===== config.mk =====
export PLATFORM = sky130hd
export DESIGN_NAME = branch_cond_gen
export DESIGN_NICKNAME = d
export VERILOG_FILES = /design/src/rtl/branch_cond_gen.sv
export SDC_FILE = /design/constraint.sdc
export NUM_CORES = 1
export LEC_CHECK = 0
export BUFFER_PORTS_ARGS = -buffer_cell sky130_fd_sc_hd__buf_4
export CORE_MARGIN = 5
export CORE_UTILIZATION = 53
export CTS_BUF_LIST = sky130_fd_sc_hd__clkbuf_4
export CTS_CLUSTER_SIZE = 20
export DETAILED_ROUTE_END_ITERATION = 7
export GPL_ROUTABILITY_DRIVEN = 0
export HOLD_SLACK_MARGIN = 0.05
export PLACE_DENSITY = 0.78
export SLEW_MARGIN = 40
export SYNTH_ARGS = -nofsm -noshare
export SYNTH_HDL_FRONTEND = slang
export SYNTH_SLANG_ARGS = --single-unit

===== constraint.sdc =====
create_clock -name clk -period 2.9 [get_ports clk]
set_clock_uncertainty 0.1 [all_clocks]
set_input_delay 0.29 -clock clk [delete_from_list [all_inputs] [get_ports clk]]
set_output_delay 0.29 -clock clk [all_outputs]
set_load 0.02 [all_outputs]

===== src/rtl/branch_cond_gen.sv =====
// MIPS branch-condition generator: decodes the branch kind and produces zero/sign
// flags for the resolver through a two-stage valid/ready pipeline.
module branch_cond_gen (
  input  logic        clk,
  input  logic        rst,
  input  logic        flush,
  input  logic        in_valid,
  output logic        in_ready,
  input  logic [5:0]  opcode,
  input  logic [4:0]  rt_field,
  input  logic [31:0] rs_val,
  input  logic [31:0] rt_val,
  output logic        out_valid,
  input  logic        out_ready,
  output logic [2:0]  branch,
  output logic        zero,
  output logic        sign,
  output logic [15:0] br_count
);

  localparam int unsigned OP_W    = 6;
  localparam int unsigned RT_W    = 5;
  localparam int unsigned DATA_W  = 32;
  localparam int unsigned CODE_W  = 3;
  localparam int unsigned COUNT_W = 16;

  localparam logic [OP_W-1:0] OP_REGIMM = OP_W'(1);
  localparam logic [OP_W-1:0] OP_BEQ    = OP_W'(4);
  localparam logic [OP_W-1:0] OP_BNE    = OP_W'(5);
  localparam logic [OP_W-1:0] OP_BLEZ   = OP_W'(6);
  localparam logic [OP_W-1:0] OP_BGTZ   = OP_W'(7);

  localparam logic [CODE_W-1:0] C_NONE = CODE_W'(0);
  localparam logic [CODE_W-1:0] C_BEQ  = CODE_W'(1);
  localparam logic [CODE_W-1:0] C_BNE  = CODE_W'(2);
  localparam logic [CODE_W-1:0] C_BGEZ = CODE_W'(3);
  localparam logic [CODE_W-1:0] C_BGTZ = CODE_W'(4);
  localparam logic [CODE_W-1:0] C_BLEZ = CODE_W'(5);
  localparam logic [CODE_W-1:0] C_BLTZ = CODE_W'(6);

  logic                s1_valid;
  logic [CODE_W-1:0]   s1_code;
  logic [DATA_W-1:0]   s1_rs;
  logic [DATA_W-1:0]   s1_rt;

  logic [CODE_W-1:0]   dec_code_c;
  logic [DATA_W-1:0]   diff_c;
  logic                zero_c;
  logic                sign_c;
  logic                s2_load_c;
  logic                accept_c;
  logic                consume_c;

  // Opcode / REGIMM decode of the incoming request
  always_comb begin
    dec_code_c = C_NONE;
    case (opcode)
      OP_BEQ:  dec_code_c = C_BEQ;
      OP_BNE:  dec_code_c = C_BNE;
      OP_BGTZ: dec_code_c = C_BGTZ;
      OP_BLEZ: dec_code_c = C_BLEZ;
      OP_REGIMM: begin
        if (rt_field == RT_W'(1))      dec_code_c = C_BGEZ;
        else if (rt_field == RT_W'(0)) dec_code_c = C_BLTZ;
        else                           dec_code_c = C_NONE;
      end
      default: dec_code_c = C_NONE;
    endcase
  end

  // Flags from the S1 operands: compare branches use rs-rt, the rest use rs alone
  always_comb begin
    diff_c = s1_rs - s1_rt;
    zero_c = 1'b0;
    sign_c = 1'b0;
    case (s1_code)
      C_BEQ, C_BNE: begin
        zero_c = (diff_c == '0);
        sign_c = 1'b0;
      end
      C_BGEZ, C_BGTZ, C_BLEZ, C_BLTZ: begin
        zero_c = (s1_rs == '0);
        sign_c = s1_rs[DATA_W-1];
      end
      default: begin
        zero_c = 1'b0;
        sign_c = 1'b0;
      end
    endcase
  end

  assign s2_load_c = !out_valid || out_ready;
  assign in_ready  = flush || !s1_valid || s2_load_c;
  assign accept_c  = in_valid && in_ready && !flush;
  assign consume_c = out_valid && out_ready;

  // Pipeline stages; flush empties both stages but a coincident consume still counts
  always_ff @(posedge clk) begin
    if (rst) begin
      s1_valid  <= 1'b0;
      s1_code   <= C_NONE;
      s1_rs     <= '0;
      s1_rt     <= '0;
      out_valid <= 1'b0;
      branch    <= C_NONE;
      zero      <= 1'b0;
      sign      <= 1'b0;
    end else if (flush) begin
      s1_valid  <= 1'b0;
      out_valid <= 1'b0;
    end else begin
      if (s2_load_c) begin
        out_valid <= s1_valid;
        if (s1_valid) begin
          branch <= s1_code;
          zero   <= zero_c;
          sign   <= sign_c;
        end
      end
      if (in_ready) begin
        s1_valid <= accept_c;
        if (accept_c) begin
          s1_code <= dec_code_c;
          s1_rs   <= rs_val;
          s1_rt   <= rt_val;
        end
      end
    end
  end

  // Saturating count of consumed results that are real branches
  always_ff @(posedge clk) begin
    if (rst) begin
      br_count <= '0;
    end else if (consume_c && (branch != C_NONE) && (br_count != {COUNT_W{1'b1}})) begin
      br_count <= br_count + COUNT_W'(1);
    end
  end

endmodule


* Word-level counts from Yosys, hierarchy flattened
Cells that the tools add are included.
Operators by class: mux-type cells 5, reductions and logical operators 20, bitwise gates (word level) 1, add/sub/neg operators 2, equality and inequality tests 13
Operators with widths (number):
- $logic_not 32->1 | 2
- $sub 32x32->32 | 1
- $eq 6x3->1 const B | 4
- $add 16x1->16 const B | 1
- $ne 16x16->1 const B | 1
- $pmux 3 s5 | 1
- $eq 3x3->1 const B | 3
- $eq 3x2->1 const B | 2
- $eq 6x1->1 const B | 1
- $mux 3 | 2
- $reduce_and 3->1 | 2
- $eq 5x1->1 const B | 1
- $logic_and 1x1->1 | 5
- $logic_not 5->1 | 1
- $reduce_or 2->1 | 2
- $reduce_or 4->1 | 1
- $eq 3x1->1 const B | 1
- $logic_not 1->1 | 3
- $logic_or 1x1->1 | 3
- $reduce_bool 3->1 | 1
- $pmux 1 s2 | 1
- $mux 1 | 1
- $not 1->1 | 1
Word-level totals: output and inout bits 23, register bits 90, word-level logic and storage cells 50, input bits 80

* Longest topological paths before layout
depth in word-level cells 6, mapped depth 12, gate-level depth less buffers 11

* Least setup slack after synthesis
No wires, ideal clock.
kind reg2reg, start point reg s1_rt[6], end point reg zero, clock period less this slack 2.819 ns, buffers on the path 0, path slack 0.081 ns, library setup time 0.084 ns, cell stages (with the launch flop) 12, arrival 2.635 ns, cells stage by stage dfxtp_1 > inv_1 > ha_1 > and3_1 > and4_1 > o21ai_1 > a21oi_1 > mux2_2 > nor4_2 > nand4_1 > or4_1 > o31ai_2
Between the ends: longest elaborated chain between the ends 3
RTL lines:
- start: declaration | RTL line 44 | logic [DATA_W-1:0] s1_rt;
- start signal: assignment | RTL line 125 | s1_rt <= rt_val;
- $sub 32x32->32 | RTL line 73 | diff_c = s1_rs - s1_rt;
- $logic_not 32->1 | RTL line 78 | zero_c = (diff_c == '0);
- $pmux 1 s2 | RTL line 76 | case (s1_code)
- end signal: assignment | RTL line 116 | zero <= zero_c;
- end: declaration | RTL line 16 | output logic zero,
No other way between the ends. A chain may end at the register's enable or synchronous reset.

* Final worst setup path
start point reg s1_rt[7], end point reg zero
Same word-level chain as after synthesis.

==> results.sh <==
export IMPL_yosysUniqueCellTypes=68
export IMPL_final_common_cell="buf_4"
export IMPL_final_max_slew_violation_count=0
export IMPL_start_util_pct=54.2
export IMPL_yosys_top_cells_area="dfxtp_1 (32%), nand2_1 (11%), a21oi_1 (9.8%), ha_1 (7.2%), nor2_1 (3.5%)"
export IMPL_mostFrequentLayoutCells="buf_4 (188), nand2_1 (165), a21oi_1 (105)"
export IMPL_netlist_instances=766
export IMPL_fin_area_sq_mm=0.00812
export IMPL_dp_hpwl_um=12600
export IMPL_ys_flop_type="dfxtp_1"
export IMPL_cp_end_kind="flop"
export IMPL_clk_pin_slew_ns=0.16
export IMPL_cts_buffers=9
export IMPL_drt_total_wl_um=20100
export IMPL_pin_count=103
export IMPL_drtPass1Iterations=7
export IMPL_area_growth_pct=45.1
export IMPL_finalCritPeriodShare_pct=112
export IMPL_slew_headroom_pct=53.6
export IMPL_worst_setup_path_start_kind="flop"
export IMPL_use_met2_pct=51.3
export IMPL_grt_start_max_net_pins=91
export IMPL_cts_sinks=90
export IMPL_synth_edf_count=0
export IMPL_ys_warn_count=0
export IMPL_path_max_fanout=6
export IMPL_finalSetupViolCount=1
export IMPL_rsz0062_at_grt="true"
export IMPL_first_global_vias=6687
export IMPL_async_reset_ff_share_pct=0
export IMPL_setup_worst_path_class="reg -> reg"
export IMPL_vias=6809
export IMPL_gr_usage_met3_pct=6.26
export IMPL_synth_area_sq_mm=0.00559
export IMPL_met1_usage_pct=33.3
export IMPL_syn_area_per_cell_sq_um=7.30
export IMPL_worst_slack_ns=-0.358
export IMPL_fin_nets=1110
export IMPL_required_ns=3.20
export IMPL_grt_busiest_layer="met2"
export IMPL_dp_cells=1048
export IMPL_grt_usage_pct=29.2
export IMPL_final_cells=1139
export IMPL_dp_slack_ns=-0.203
export IMPL_cts_buffer_depth=2
export IMPL_die_h_um=113
export IMPL_yosysTopAreaCell="dfxtp_1"
export IMPL_dieArea_sq_mm=0.0127
export IMPL_cts_tree="built"
export IMPL_rows=37
export IMPL_h_tree_depth=3
export IMPL_cts_root_buffer="clkbuf_4"
export IMPL_synth_top_area_share_pct=32.2
export IMPL_die_width_um=113
export IMPL_io_buffers=102
export IMPL_hp_class="in -> reg"
export IMPL_synth_fp_nets=878
export IMPL_fmax_mhz=307
export IMPL_ys_seq_area_share_pct=32.2
export IMPL_grt_ovfl_total=0
export IMPL_status="finished with violations"
export IMPL_place_area_sq_mm=0.00698
export IMPL_via_per_inst=5.98
export IMPL_antenna_left=0
export IMPL_p_leak_nw=3.38
export IMPL_drcViolationCount=0
export IMPL_drive_above_1_share_pct=26.4
export IMPL_powerDensity_mw_per_mm2=414
export IMPL_violations="setup timing"
export IMPL_cap_violations=0
export IMPL_ir_drop_mv=0.237
export IMPL_routedWlPerCell_um=17.7
export IMPL_period_needed_ns=3.26
export IMPL_antenna_cells=0
export IMPL_grt_pass1_wl_um=30700
export IMPL_antenna_found_initial=0
export IMPL_clkLatencyLatePin_ns=0.47
export IMPL_worst_pin_slew_ns=0.697
export IMPL_drt_initial_drc_count=708
export IMPL_synth_seq_cells=90
export IMPL_arrival_ns=3.56
export IMPL_core_area_sq_mm=0.0103
export IMPL_hold_viol=0
## routing by layer
layer	vias up	part of all wire (%)	wire [um]
met2	409	48	9720
met5	-	0	0
li1	3159	-	-
met3	131	8.6	1730
met1	3110	38	7550
met4	0	5.6	1120
## synthesized netlist by cell type (all sizes together) (15+ instances only)
cell      n
nor2     52
nand2   165
dfxtp    90
clkbuf   21
a21oi   112
inv      43
ha       32
buf      16
nor4     15
o21ai    28
nand4    17
## cells by family after synthesis
group           after synthesis  share of synthesized area (%)
compound gates              214                           23.7
xor+xnor                     22                           3.44
fa+ha+maj                    32                           7.16
buf+inv                      80                           5.77
flops                        90                           32.2
mux                           5                          0.939
simple gates                323                           26.8
## path summary, 6_finish.rpt
path | slack (ns) | startpoint | end | depth (start not counted)
setup / recovery | -0.36 | s1_rt[7] | zero | 12
hold / removal | 0.08 | opcode[1] | s1_code[1] | 4
setup reg to reg | -0.36 | s1_rt[7] | zero | 12
hold reg to reg | 0.36 | s1_rt[30] | s1_rt[30] | 2
## stage by stage
| step | hold WS (ns) | utilization, % | total power, mW | TNS [ns] |
|---|---|---|---|---|
| 2_1_floorplan | 0.269 | - | 1.96 | 0 |
| 3_3_place_gp | 0.342 | 67.6 | 2.31 | -0.0784 |
| 3_5_place_dp | 0.347 | 67.6 | 2.34 | -0.203 |
| 4_1_cts | 0.0526 | 78.0 | 3.25 | 0 |
| 5_1_grt | 0.0940 | 78.6 | 3.51 | -0.508 |
| 6_report | 0.0752 | 78.6 | 3.36 | -0.358 |
## worst max-delay path, stage by stage (launching register included)
cell and delay (ns):
dfxtp_2 0.38, inv_2 0.05, ha_4 0.23, buf_6 0.13, a211oi_2 0.29, nor2_2 0.14
nor4b_4 0.40, nor2_2 0.10, a2111oi_2 0.32, o22ai_1 0.13, nand4b_1 0.23, or4_4 0.51
o31ai_2 0.18
## layout make-up
type / instances / area [sq um]
clock buffer: 9 / 67.6
inverter: 43 / 161
sequential: 90 / 1810
clock inverter: 7 / 82.6
tap: 136 / 170
timing repair buffer: 258 / 2110
multi-input combinational: 596 / 3710
fill: 660 / 2210
## registers in the layout (all words and copies together) (netlist names)
register and count:
s1_valid 1, s1_rt 32, branch 3, s1_code 3, s1_rs 32, sign 1
br_count 16, out_valid 1, zero 1
## timing repair
action | 4_1_cts | 5_1_grt
endpoints found under the setup margin | 1 | 1
hold endpoints to repair | 67 | 0
pin swaps | 17 | 9
hold buffers | 68 | 0
setup buffers | 5 | 2
resized for setup | 47 | 12
## where the power goes
group          switching [mW]  internal [mW]
registers              0.0298           1.28
logic                   0.681          0.603
clock network           0.488          0.280
No activity file was read; power rests on OpenSTA's default activity.
